[src/rtl/arb_pkg.sv]
// Shared types and helpers for the round-robin packet arbiter.
// State encoding and index wrap used by rr_packet_arbiter.
package arb_pkg;

  typedef enum logic [1:0] {
    ARB = 2'b00,
    PKT = 2'b01
  } arb_state_e;

  function automatic int rr_next(input int idx, input int n);
    return (idx + 1 >= n) ? 0 : idx + 1;
  endfunction

endpackage

[src/rtl/skid_buffer.sv]
// Two-entry valid/ready skid buffer with fully registered outputs.
// i_ready comes from a flop, so o_ready never reaches upstream combinationally.
module skid_buffer #(
  parameter int WORD_WIDTH = 8
) (
  input  logic                  clk,
  input  logic                  rst,
  input  logic                  i_valid,
  output logic                  i_ready,
  input  logic [WORD_WIDTH-1:0] i_data,
  output logic                  o_valid,
  input  logic                  o_ready,
  output logic [WORD_WIDTH-1:0] o_data
);

  logic                  out_vld_q, out_vld_d;
  logic [WORD_WIDTH-1:0] out_dat_q, out_dat_d;
  logic                  sk_vld_q, sk_vld_d;
  logic [WORD_WIDTH-1:0] sk_dat_q, sk_dat_d;
  logic                  rdy_q;
  logic                  accept;
  logic                  drain;

  // Next-state: refill output from skid first, else from input
  always_comb begin
    accept    = i_valid & rdy_q;
    drain     = ~out_vld_q | o_ready;
    out_vld_d = out_vld_q;
    out_dat_d = out_dat_q;
    sk_vld_d  = sk_vld_q;
    sk_dat_d  = sk_dat_q;
    if (drain) begin
      if (sk_vld_q) begin
        out_vld_d = 1'b1;
        out_dat_d = sk_dat_q;
        sk_vld_d  = 1'b0;
      end else if (accept) begin
        out_vld_d = 1'b1;
        out_dat_d = i_data;
      end else begin
        out_vld_d = 1'b0;
      end
    end else if (accept) begin
      sk_vld_d = 1'b1;
      sk_dat_d = i_data;
    end
  end

  // Registers; ready is held low through reset
  always_ff @(posedge clk) begin
    if (rst) begin
      out_vld_q <= 1'b0;
      out_dat_q <= '0;
      sk_vld_q  <= 1'b0;
      sk_dat_q  <= '0;
      rdy_q     <= 1'b0;
    end else begin
      out_vld_q <= out_vld_d;
      out_dat_q <= out_dat_d;
      sk_vld_q  <= sk_vld_d;
      sk_dat_q  <= sk_dat_d;
      rdy_q     <= ~sk_vld_d;
    end
  end

  assign i_ready = rdy_q;
  assign o_valid = out_vld_q;
  assign o_data  = out_dat_q;

endmodule

[src/rtl/rr_packet_arbiter.sv]
// Round-robin packet arbiter: grant locks to one input until its last beat.
// Arbitrated beats pass through a skid buffer so outputs are registered.
module rr_packet_arbiter #(
  parameter int NUM_INPUTS = 4,
  parameter int WORD_WIDTH = 8
) (
  input  logic                             clk,
  input  logic                             reset_n,
  input  logic [NUM_INPUTS-1:0]            in_valid,
  output logic [NUM_INPUTS-1:0]            in_ready,
  input  logic [NUM_INPUTS*WORD_WIDTH-1:0] in_data,
  input  logic [NUM_INPUTS-1:0]            in_last,
  output logic                             o_valid,
  input  logic                             o_ready,
  output logic [WORD_WIDTH-1:0]            o_data,
  output logic                             o_last,
  output logic [$clog2(NUM_INPUTS)-1:0]    o_src
);

  import arb_pkg::*;

  localparam int SRC_BITS = $clog2(NUM_INPUTS);
  localparam int SB_W     = WORD_WIDTH + 1 + SRC_BITS;

  arb_state_e            state_q;
  logic [SRC_BITS-1:0]   rr_ptr_q;
  logic [SRC_BITS-1:0]   owner_q;
  logic [SRC_BITS-1:0]   cand;
  logic [SRC_BITS-1:0]   pick;
  logic                  pick_vld;
  logic [SRC_BITS-1:0]   gnt_idx;
  logic                  gnt_vld;
  logic [WORD_WIDTH-1:0] beat [NUM_INPUTS];
  logic                  sb_i_valid;
  logic                  sb_i_ready;
  logic [SB_W-1:0]       sb_i_data;
  logic [SB_W-1:0]       sb_o_data;
  logic                  xfer;
  logic                  xfer_last;

  for (genvar k = 0; k < NUM_INPUTS; k++) begin : g_beat
    assign beat[k] = in_data[k*WORD_WIDTH +: WORD_WIDTH];
  end

  // First valid requester scanning upward from rr_ptr with wrap
  always_comb begin
    cand     = rr_ptr_q;
    pick     = rr_ptr_q;
    pick_vld = 1'b0;
    for (int i = 0; i < NUM_INPUTS; i++) begin
      cand = SRC_BITS'((int'(rr_ptr_q) + i) % NUM_INPUTS);
      if (!pick_vld && in_valid[cand]) begin
        pick     = cand;
        pick_vld = 1'b1;
      end
    end
  end

  // Grant steering: owner while locked, round-robin pick otherwise
  always_comb begin
    gnt_idx = pick;
    gnt_vld = pick_vld;
    case (state_q)
      ARB: begin
        gnt_idx = pick;
        gnt_vld = pick_vld;
      end
      PKT: begin
        gnt_idx = owner_q;
        gnt_vld = 1'b1;
      end
      default: gnt_vld = 1'b0;
    endcase
    in_ready = '0;
    if (gnt_vld) in_ready[gnt_idx] = sb_i_ready;
    sb_i_valid = gnt_vld & in_valid[gnt_idx];
    xfer       = sb_i_valid & sb_i_ready;
    xfer_last  = in_last[gnt_idx];
    sb_i_data  = {in_last[gnt_idx], gnt_idx, beat[gnt_idx]};
  end

  // Packet lock FSM and round-robin pointer update
  always_ff @(posedge clk) begin
    if (!reset_n) begin
      state_q  <= ARB;
      rr_ptr_q <= '0;
      owner_q  <= '0;
    end else begin
      case (state_q)
        ARB: begin
          if (xfer) begin
            if (xfer_last) begin
              rr_ptr_q <= SRC_BITS'(rr_next(int'(gnt_idx), NUM_INPUTS));
            end else begin
              owner_q <= gnt_idx;
              state_q <= PKT;
            end
          end
        end
        PKT: begin
          if (xfer && xfer_last) begin
            rr_ptr_q <= SRC_BITS'(rr_next(int'(owner_q), NUM_INPUTS));
            state_q  <= ARB;
          end
        end
        default: state_q <= ARB;
      endcase
    end
  end

  skid_buffer #(
    .WORD_WIDTH(SB_W)
  ) u_skid (
    .clk    (clk),
    .rst    (~reset_n),
    .i_valid(sb_i_valid),
    .i_ready(sb_i_ready),
    .i_data (sb_i_data),
    .o_valid(o_valid),
    .o_ready(o_ready),
    .o_data (sb_o_data)
  );

  assign {o_last, o_src, o_data} = sb_o_data;

endmodule

[config.mk]
export PLATFORM = sky130hd
export DESIGN_NAME = rr_packet_arbiter
export DESIGN_NICKNAME = d
export VERILOG_FILES = /design/src/rtl/arb_pkg.sv /design/src/rtl/skid_buffer.sv /design/src/rtl/rr_packet_arbiter.sv
export SDC_FILE = /design/constraint.sdc
export NUM_CORES = 1
export LEC_CHECK = 0
export CELL_PAD_IN_SITES_DETAIL_PLACEMENT = 0
export CELL_PAD_IN_SITES_GLOBAL_PLACEMENT = 1
export CORE_MARGIN = 8
export CORE_UTILIZATION = 35
export CTS_BUF_LIST = sky130_fd_sc_hd__clkbuf_16
export DETAILED_ROUTE_END_ITERATION = 10
export PLACE_DENSITY = 0.9
export SYNTH_ARGS = -nofsm -noshare
export SYNTH_HDL_FRONTEND = slang
export SYNTH_HIERARCHICAL = 1
export SYNTH_SLANG_ARGS = --single-unit
[constraint.sdc]
create_clock -name clk -period 3.15 [get_ports clk]
set_clock_uncertainty 0.2 [all_clocks]
set_input_delay 0.315 -clock clk [delete_from_list [all_inputs] [get_ports clk]]
set_output_delay 0.315 -clock clk [all_outputs]
set_load 0.1 [all_outputs]
### Word-level counts from Yosys, hierarchy flattened

Index checks and enable logic that the tools add are counted.

| storage, ports and cells | value |
|---|---|
| bits of input ports | 43 |
| flip-flop bits (word level) | 31 |
| logic and storage cells | 95 |

| operators by class | value |
|---|---|
| bitwise gates (word level) | 9 |
| reduce and logical (&&, ||, !) cells | 16 |
| magnitude comparators | 9 |
| add/subtract/negate cells | 5 |
| mux-type cells | 43 |
| equality and inequality tests | 5 |

Operator list:

| operator | count |
|---|---|
| $mux W2 | 12 |
| $mux W11 | 2 |
| $bmux W8 S2 | 1 |
| $mux W8 | 2 |
| $lt A2 B3 Y1 const B | 5 |
| $mux W1 | 15 |
| $bmux W1 S2 | 6 |
| $ge A3 B3 Y1 const B | 3 |
| $ne A2 B2 Y1 const B | 4 |
| $pmux W2 S2 | 2 |
| $add A2 B1 Y3 const B | 2 |
| $reduce_and A3 Y1 | 2 |
| $logic_and A1 B1 Y1 | 5 |
| $add A2 B2 Y2 const B | 2 |
| $and A4 B4 Y4 | 1 |
| $mux W4 | 1 |
| $not A1 Y1 | 4 |
| $reduce_and A2 Y1 | 2 |
| $reduce_and A4 Y1 | 1 |
| $reduce_bool A2 Y1 | 2 |
| $logic_not A1 Y1 | 3 |
| $not A2 Y3 | 1 |
| $add A2 B1 Y2 const B | 1 |
| $and A1 B1 Y1 | 2 |
| other kinds (6) | 6 |

### Longest topological paths before layout

Gate-level depths: netlist (run 1).

| logic depth | value |
|---|---|
| depth after elaboration | 20 |
| mapped depth | 11 |

### Hierarchy

Netlist (run 1), hierarchy kept.

By module, submodules not included:

| module | seq. area each (um^2) | times used | area each (um^2) | cells an instance |
|---|---|---|---|---|
| skid_buffer | 500.5 | 1 | 1054.8 | 111 |
| rr_packet_arbiter | 100.1 | 1 | 950.9 | 118 |

### Worst setup path after synthesis (run 1)

OpenSTA, ideal clock, no wires.

| timing | value |
|---|---|
| kind | flip-flop to output port |
| start | register rr_ptr_q[0] |
| end | output port in_ready[3] |
| path buffers | 3 |
| data required time | 2.635 ns |
| stages on the path, launching flop included | 10 |
| data arrival time | 2.380 ns |
| path slack | 0.255 ns |
| cells stage by stage | dfxtp_1 -> and2b_2 -> o21ai_1 -> a41oi_4 -> buf_6 -> buf_6 -> buf_4 -> inv_2 -> ha_1 -> and2_1 |

| on the way | value |
|---|---|
| word-level cells in the longest chain between the ends | 19 |
| elaborated cells between the ends (all ways) | 33 |
| those cells by class | add/sub: 3; order compare: 2; mux: 20; bitwise: 1; reduce/logical: 7 |

RTL lines:

| item | RTL line | RTL |
|---|---|---|
| start: declaration | rr_packet_arbiter.sv:26 | `logic [SRC_BITS-1:0] rr_ptr_q;` |
| start signal: assignment | rr_packet_arbiter.sv:93 | `rr_ptr_q <= SRC_BITS'(rr_next(int'(gnt_idx), NUM_INPUTS));` |
| start signal: assignment | rr_packet_arbiter.sv:102 | `rr_ptr_q <= SRC_BITS'(rr_next(int'(owner_q), NUM_INPUTS));` |
| branches (longest 11 deep; another with $add A2 B1 Y2) | n/a |  |
| $mux W2 * | rr_packet_arbiter.sv:52 | `if (!pick_vld && in_valid[cand]) begin` |
| $mux W2 * | rr_packet_arbiter.sv:63 | `case (state_q)` |
| named net gnt_idx[0] | rr_packet_arbiter.sv:31 | `logic [SRC_BITS-1:0] gnt_idx;` |
| $lt A2 B3 Y1 (not written as such) or $ge A2 B1 Y1 (tied branches) | rr_packet_arbiter.sv:75 | `if (gnt_vld) in_ready[gnt_idx] = sb_i_ready;` |
| $logic_and A1 B1 Y1 (not written as such) | rr_packet_arbiter.sv:75 |  |
| $mux W1 (not written as such) | rr_packet_arbiter.sv:75 |  |
| $demux W1 S2 * | rr_packet_arbiter.sv:75 |  |
| $and A4 B4 Y4 (no line) * | n/a |  |
| $mux W4 * | rr_packet_arbiter.sv:75 |  |
| end: declaration | rr_packet_arbiter.sv:10 | `output logic [NUM_INPUTS-1:0] in_ready,` |

Mark *: on every way through the listed nets, which the timed path passes. The select of a mux whose other input is x is not followed.

### Worst setup path in the final report (run 1)

| timing | value |
|---|---|
| start | input port in_valid[0] |
| end | output port in_ready[3] |

| on the way | value |
|---|---|
| word-level cells in the longest chain between the ends | 19 |
| elaborated cells between the ends (all ways) | 30 |
| those cells by class | order compare: 2; mux: 20; bitwise: 1; reduce/logical: 7 |

RTL lines:

| item | RTL line | RTL |
|---|---|---|
| start: declaration | rr_packet_arbiter.sv:9 | `input logic [NUM_INPUTS-1:0] in_valid,` |
| $bmux W1 S2 | rr_packet_arbiter.sv:52 |  |
| $mux W1 (not written as such) | rr_packet_arbiter.sv:52 |  |
| $mux W1 | rr_packet_arbiter.sv:52 |  |
| $logic_not A1 Y1 | rr_packet_arbiter.sv:52 |  |
| $logic_and A1 B1 Y1 | rr_packet_arbiter.sv:52 |  |
| $mux W1 | rr_packet_arbiter.sv:52 |  |
| $logic_not A1 Y1 | rr_packet_arbiter.sv:52 |  |
| $logic_and A1 B1 Y1 | rr_packet_arbiter.sv:52 |  |
| [4 not listed] | n/a |  |
| $mux W2 * | rr_packet_arbiter.sv:63 |  |
| named net gnt_idx[0] | rr_packet_arbiter.sv:31 |  |
| $lt A2 B3 Y1 (not written as such) or $ge A2 B1 Y1 (tied branches) | rr_packet_arbiter.sv:75 |  |
| $logic_and A1 B1 Y1 (not written as such) | rr_packet_arbiter.sv:75 |  |
| $mux W1 (not written as such) | rr_packet_arbiter.sv:75 |  |
| $demux W1 S2 * | rr_packet_arbiter.sv:75 |  |
| $and A4 B4 Y4 (no line) * | n/a |  |
| $mux W4 * | rr_packet_arbiter.sv:75 |  |

The timed path passes the listed nets; every way through them passes the cells marked *. The select of a mux whose other input is x is not followed.

==> results of run 1 <==
[final cells by class]
cell class | instances | area [um^2]
Sequential cell | 30 | 601
Inverter | 5 | 18.8
Timing Repair Buffer | 67 | 683
Multi-Input combinational cell | 177 | 1280
Tap cell | 72 | 90.1
Clock buffer | 5 | 125
Clock inverter | 2 | 10.0
Fill cell | 527 | 2700
[power by group]
group          internal [W]  switching [W]  total, W
Sequential         0.000419      0.0000345  0.000454
Combinational      0.000272       0.000491  0.000763
Clock              0.000284       0.000152  0.000435
Total              0.000975       0.000677   0.00165
[placed cells by master (no fill, tap or decap), types with 2 or more instances in the layout]
master,Yosys,routed
nor2_1,6,6
a211oi_2,10,10
a21oi_1,35,35
and2_1,4,4
mux2_2,2,2
ha_1,5,5
nand2b_1,3,3
nand2_1,33,33
nor3b_1,2,2
a211oi_1,9,9
nand3_1,3,3
nor2b_1,10,10
buf_12,0,6
inv_1,4,4
clkbuf_16,0,5
clkdlybuf4s50_1,0,42
and2_4,2,2
and2_2,2,2
buf_4,3,19
dfxtp_1,30,30
o21ai_0,2,2
clkinv_2,0,2
mux2i_1,26,26
[per-stage QoR]
step	utilization, %	area [um^2]	instances	hold slack (ns)	setup WS, ns
finish	51.0	2810	358	0.253	0.209
global route	51.0	2810	358	0.272	0.0548
CTS	51.0	2810	358	0.253	0.217
detailed placement	48.5	2670	351	0.247	0.0908
global placement	48.5	2670	351	0.241	0.132
floorplan	-	2010	229	0.236	0.255
[worst paths after layout]
check / start / endpoint / slack (ns) / cells past startpoint
max: in_valid[0] / in_ready[3] / 0.21 / 9
min: u_skid/sk_dat_q[7]$_SDFFE_PP0P_ / u_skid/sk_dat_q[7]$_SDFFE_PP0P_ / 0.25 / 2
max reg2reg: rr_ptr_q[1]$_SDFFE_PN0P_ / u_skid/o_data[0]$_SDFFE_PP0P_ / 0.50 / 9
min reg2reg: u_skid/sk_dat_q[7]$_SDFFE_PP0P_ / u_skid/sk_dat_q[7]$_SDFFE_PP0P_ / 0.25 / 2
[critical path: cells and delay by family]
kind | cells | cell delay (ns)
AO/OA/AOI/OAI | 2 | 0.39
adder cells (fa/ha/maj) | 1 | 0.19
buffers and inverters | 4 | 1.05
AND/OR/NAND/NOR | 2 | 0.46
[layer usage]
metal  track usage [%]  vias to the layer above
li1                  -                      932
met1              17.8                      818
met2              18.4                       48
met3              3.91                       11
met4              4.83                        0
met5                 0                        -
[kinds of logic after synthesis]
family | Yosys count
muxes | 29
and+or+nand+nor | 73
AOI/OAI and AO/OA | 70
DFF | 30
buffers and inverters | 22
adders and majority gates | 5
[state kept, by name, summed over array words and instances (netlist names)]
name,cells
u_skid/i_ready,1
rr_ptr_q,2
state_q,1
u_skid/sk_dat_q,11
u_skid/sk_vld_q,1
u_skid/o_data,11
owner_q,2
u_skid/o_valid,1
==> metrics.md, run 1 <==
| Metric | Value |
|---|---|
| Status | `finished clean` |
| Crit-path slowest cell | `clkdlybuf4s50_1` |
| Synthesized flop and latch total | `30` |
| Number of antenna violations at the first check in global routing | `0` |
| Routability congestion estimate | `0.824` |
| Grt total ovfl | `0` |
| Mapped Area | `2010 um^2` |
| Vias | `1,809` |
| Worst hold path type | `flop to flop` |
| Type of the worst setup path | `input port to output pin` |
| P per Cell Area | `588 nW/um^2` |
| Post-synth top cells | `a21oi_1, nand2_1, dfxtp_1` |
| 1st-iter DRT viols | `102` |
| Ys Warns | `6` |
| Mapped Avg Cell Area | `8.76 um^2` |
| Layout area overhead | `40.0%` |
| Adder-cell share of the synthesized area | `3.12%` |
| GR Util All Layers | `12.9%` |
| Final period utilization | `93.4%` |
| WL met2 | `2190 um` |
| Die height | `91.7 um` |
| Largest net degree at the start of global routing | `32` |
| Most frequent cell after synthesis | `a21oi_1` |
| Met3 wire length | `313 um` |
| Clock tree buffer depth | `2` |
| Clk root buf | `clkbuf_16` |
| Dominant cell type by area after synthesis | `dfxtp_1` |
| Post-synth EDFFs | `0` |
| Drt wl/cell | `15.0 um` |
| Diode count | `0` |
| RSZ-0062 raised after global routing | `false` |
| Clk sinks | `30` |
| CTS tree | `done` |
| # resized after CTS | `0` |
| Async S/R FF share, synth | `0%` |
| Fin. Hold Viols | `0` |
| Number of setup violations in the final report | `0` |
| Layout cells sized above 1 | `20.6%` |
| Syn nets | `277` |
| Post-CTS Hold Buffers | `0` |
| WP data required | `2.63 ns` |
| Peak supply drop | `416 uV` |
| Simple-gate share of the synthesized area | `18.7%` |
| Yosys top cell area share | `29.9%` |
| Critical-path cell list | `clkdlybuf4s50_1, nor3b_1, a31oi_2, a41oi_4, buf_12, inv_2, ha_1, and2_1, buf_12` |
| Tightest Pin Transition | `0.689 ns` |
| Slew HR | `54.0%` |
| CP dominant cell by count | `buf_12` |
| DRC violations left | `0` |
| Vias in the first global route | `1,793` |
| Uppermost layer routed | `met4` |
| Detailed Place HPWL | `4160 um` |
| DIE AREA | `8410 um^2` |
| DRT Wirelength | `5360 um` |
| Synth area leaders | `dfxtp_1, mux2i_1, a21oi_1` |
| Worst-path clk slew | `0.05 ns` |
| Fmax | `340 MHz` |
| Synth Area in Compound Gates | `26.9%` |
| Instance count of the mapped netlist | `229` |
| Sequential share of the synthesized area | `29.9%` |
| WP data arrival | `2.43 ns` |
| Xor/xnor share of the synthesized area | `0%` |
| Largest family of logic cells by synthesized area | `compound AO/OA/AOI/OAI gates` |
| Number of routed nets with antenna violations | `0` |
| Initial Util | `36.4%` |
| Ys flop type | `dfxtp_1` |
| Global-route wire length before repair | `8940 um` |
| Via density | `5.05` |
| Crit end category | `output pin` |
| Critical path peak fanout | `31` |
| DR pass1 iterations | `4` |
| Clk_lat worst skew | `0.27 ns` |
| Wl on met1 | `2760 um` |
| Final Critical Period | `2.94 ns` |
| IO Count | `59` |
| Core box area | `5510 um^2` |
| # port buffers | `58` |
| Max Slew Vio Count | `0` |
| Mux share of post-synthesis cell area | `14.8%` |
| DIE WIDTH | `91.7 um` |
| Distinct cells, synth | `45` |
| Total Nets Final | `334` |
| Final TNS setup | `0 ns` |
| # rows | `27` |
| Crit-path max cell delay | `0.56 ns` |
| Max_cap viols | `0` |
| CTS H-tree depth | `2` |
| Cts bufs inserted | `5` |
| Total Power | `0.00165 W` |
| Setup Fix Bufs, Post-CTS | `0` |
| Leak | `1.08 nW` |
| CP Launch Type | `input port` |
(Power assumes the default switching activity.)
==> run 2: changes to the inputs <==
CAP_MARGIN = 20   (was default)
CORE_UTILIZATION = 45   (was 35)
DONT_BUFFER_PORTS = 1   (was default)
PLACE_DENSITY = 0.87   (was 0.9)
==> run 2 against run 1 <==
Sequential share of layout area up 5.8 points. Die area shrank 19%. Clock-buffer cell count stayed put. Register-to-register slack got worse by 0.09 ns. Fmax increased by 4.4%. Wire length shrank 8.3%. Global-route usage is 1.4 points higher. Critical path type is now flop to output pin. Largest cell class unchanged. Highest routed layer unchanged.
==> metrics.md, run 2 (synthesis gave the netlist of run 1 again) <==
| Metric | Value |
|---|---|
| DR pass1 iterations | `4 (unchanged)` |
| Int Power | `0.000888 W (was 0.000975 W)` |
| R2R Setup Slk | `0.41 ns (was 0.50 ns)` |
| Layout cells sized above 1 | `18.3% (was 20.6%)` |
| Crit-path slowest cell | `dfxtp_1 (was clkdlybuf4s50_1)` |
| Slew HR | `33.3% (was 54.0%)` |
| Die height | `82.8 um (was 91.7 um)` |
| Worst hold stages | `2 (unchanged)` |
| DRC violations left | `0 (unchanged)` |
| Routability congestion estimate | `0.887 (was 0.824)` |
| Peak supply drop | `450 uV (was 416 uV)` |
| Fin cells | `282 (was 358)` |
| Final period utilization | `89.4% (was 93.4%)` |
| Vias in the first global route | `1,513 (was 1,793)` |
| Final Critical Period | `2.82 ns (was 2.94 ns)` |
| CTS H-tree depth | `2 (unchanged)` |
| Initial Util | `46.4% (was 36.4%)` |
| Status | `finished clean (unchanged)` |
| Hold_sp | `reset_n (was u_skid/sk_dat_q[7]$_SDFFE_PP0P_)` |
| Clock tree buffer depth | `2 (unchanged)` |
| Hold Worst Slack | `0.00803 ns (was 0.253 ns)` |
| Leak | `0.822 nW (was 1.08 nW)` |
| CP Launch Type | `flop (was input port)` |
| Comb pwr share | `30.0% (was 46.2%)` |
| Vias | `1,640 (was 1,809)` |
| 1st-iter DRT viols | `134 (was 102)` |
| Core box area | `4320 um^2 (was 5510 um^2)` |
| Fmax | `355 MHz (was 340 MHz)` |
| Inst Count DP | `272 (was 351)` |
| Final Core Density | `51.1% (was 51.0%)` |
| Commonest non-fill, non-tap cell in the layout | `a21oi_1 (was clkdlybuf4s50_1)` |
| Crit end category | `output pin (unchanged)` |
| Cts bufs inserted | `5 (unchanged)` |
| Reg2Reg Launch Point | `rr_ptr_q[0]$_SDFFE_PN0P_ (was rr_ptr_q[1]$_SDFFE_PN0P_)` |
| Crit-path max cell delay | `0.35 ns (was 0.56 ns)` |
| Setup Fix Bufs, Post-CTS | `0 (unchanged)` |
| Type of the worst setup path | `flop to output pin (was input port to output pin)` |
| Clk sinks | `30 (unchanged)` |
| GR Util All Layers | `14.3% (was 12.9%)` |
| Worst hold path type | `input port to flop (was flop to flop)` |
| Clk_lat worst skew | `0.27 ns (about the same)` |
| Flop pwr share | `41.0% (was 27.5%)` |
| Global-route wire length before repair | `7600 um (was 8940 um)` |
| Fin. Hold Viols | `0 (unchanged)` |
| Switching share of total power | `42.8% (was 41.0%)` |
| Tightest Pin Transition | `1.00 ns (was 0.689 ns)` |
| Detailed Place HPWL | `3670 um (was 4160 um)` |
| Clock share of power | `29.0% (was 26.4%)` |
| Number of setup violations in the final report | `0 (unchanged)` |
| Final TNS setup | `0 ns (unchanged)` |
| Drt wl/cell | `17.4 um (was 15.0 um)` |
| IO Count | `59 (unchanged)` |
| Worst Hold End | `rr_ptr_q[0]$_SDFFE_PN0P_ (was u_skid/sk_dat_q[7]$_SDFFE_PP0P_)` |
| Reg-to-Reg End | `u_skid/o_data[7]$_SDFFE_PP0P_ (was u_skid/o_data[0]$_SDFFE_PP0P_)` |
| Diode count | `0 (unchanged)` |
| Number of antenna violations at the first check in global routing | `0 (unchanged)` |
| Worst-path clk slew | `0.05 ns (about the same)` |
| Layout area overhead | `10.2% (was 40.0%)` |
| RSZ-0062 raised after global routing | `false (unchanged)` |
| Via density | `5.82 (was 5.05)` |
| Commonest non-fill, non-tap cells in the layout | `a21oi_1, nand2_1, dfxtp_1 (was clkdlybuf4s50_1, a21oi_1, nand2_1)` |
| # rows | `24 (was 27)` |
| Critical-path cell list | `and2b_2, o21ai_1, a41oi_4, buf_4, inv_2, ha_1, and2_1, buf_4 (was clkdlybuf4s50_1, nor3b_1, a31oi_2, a41oi_4, buf_12, inv_2, ha_1, and2_1, buf_12)` |
| Max Slew Vio Count | `0 (unchanged)` |
| Total Power | `0.00155 W (was 0.00165 W)` |
| CP dominant cell by count | `buf_4 (was buf_12)` |
| Grt total ovfl | `0 (unchanged)` |
| DIE AREA | `6850 um^2 (was 8410 um^2)` |
| Largest net degree at the start of global routing | `32 (unchanged)` |
| DIE WIDTH | `82.8 um (was 91.7 um)` |
| Max_cap viols | `0 (unchanged)` |
| WP data arrival | `2.30 ns (was 2.43 ns)` |
| DRT Wirelength | `4920 um (was 5360 um)` |
| Clk root buf | `clkbuf_16 (unchanged)` |
| P per Cell Area | `703 nW/um^2 (was 588 nW/um^2)` |
| Number of routed nets with antenna violations | `0 (unchanged)` |
| NetSw | `0.000665 W (was 0.000677 W)` |
| WP data required | `2.63 ns (about the same)` |
| Total Nets Final | `277 (was 334)` |
| Critical path peak fanout | `31 (unchanged)` |
| R2R cell count | `9 (unchanged)` |
| # port buffers | `0 (was 58)` |
| CTS tree | `done (unchanged)` |
==> run 2: layout make-up <==
| cell class | instances | area [um^2] |
|---|---|---|
| Inverter | 5 | 18.8 |
| Clock inverter | 3 | 16.3 |
| Clock buffer | 5 | 125 |
| Multi-Input combinational cell | 177 | 1280 |
| Sequential cell | 30 | 601 |
| Fill cell | 415 | 2110 |
| Timing Repair Buffer | 10 | 105 |
| Tap cell | 52 | 65.1 |
==> run 2: worst max path at each step <==
stage	start	to	slack, ns	cells after the start
floorplan	rr_ptr_q[0]$_SDFFE_PN0P_	in_ready[3]	0.25	9
global placement	rr_ptr_q[0]$_SDFFE_PN0P_	u_skid/sk_dat_q[7]$_SDFFE_PP0P_	0.47	8
detailed placement	rr_ptr_q[0]$_SDFFE_PN0P_	u_skid/sk_dat_q[10]$_SDFFE_PP0P_	0.41	8
CTS	rr_ptr_q[0]$_SDFFE_PN0P_	in_ready[1]	0.31	8
global route	rr_ptr_q[1]$_SDFFE_PN0P_	u_skid/sk_dat_q[7]$_SDFFE_PP0P_	0.12	8
finish	rr_ptr_q[0]$_SDFFE_PN0P_	in_ready[1]	0.33	8
==> run 2: power by group through the flow <==
stage	clock network [W]	registers [W]	logic, W
after global placement	0	0.000642	0.000455
after floorplan	0	0.000640	0.000384
after global routing	0.000472	0.000644	0.000512
after CTS	0.000459	0.000637	0.000469
after detailed placement	0	0.000643	0.000465
final	0.000450	0.000637	0.000466
==> run 2: worst max-delay path: cells and delay by family (launching register included) <==
kind                       cells  cell delay (ns)
AOI/OAI and AO/OA              2             0.44
and+or+nand+nor                2             0.36
DFF                            1             0.35
adders and majority gates      1             0.15
buffers and inverters          3             0.72
==> run 2: routing by layer <==
layer  global-route usage (%)  vias to the layer above  wire [um]
li1                         -                      823          -
met1                     20.1                      766       2200
met2                     19.3                       49       2160
met3                     5.30                        2        531
met4                     5.17                        0         21
met5                        0                        -          0
==> run 2: what timing repair did <==
item,CTS,global route
hold endpoints to repair,3,0
hold buffers,2,0
gates resized for setup,0,0
==> run 2: through the flow <==
| stage | worst slack (ns) | instance area [um^2] |
|---|---|---|
| after floorplan | 0.255 | 2010 |
| after global placement | 0.468 | 2050 |
| after detailed placement | 0.414 | 2050 |
| after CTS | 0.313 | 2210 |
| after global routing | 0.116 | 2210 |
| final | 0.333 | 2210 |
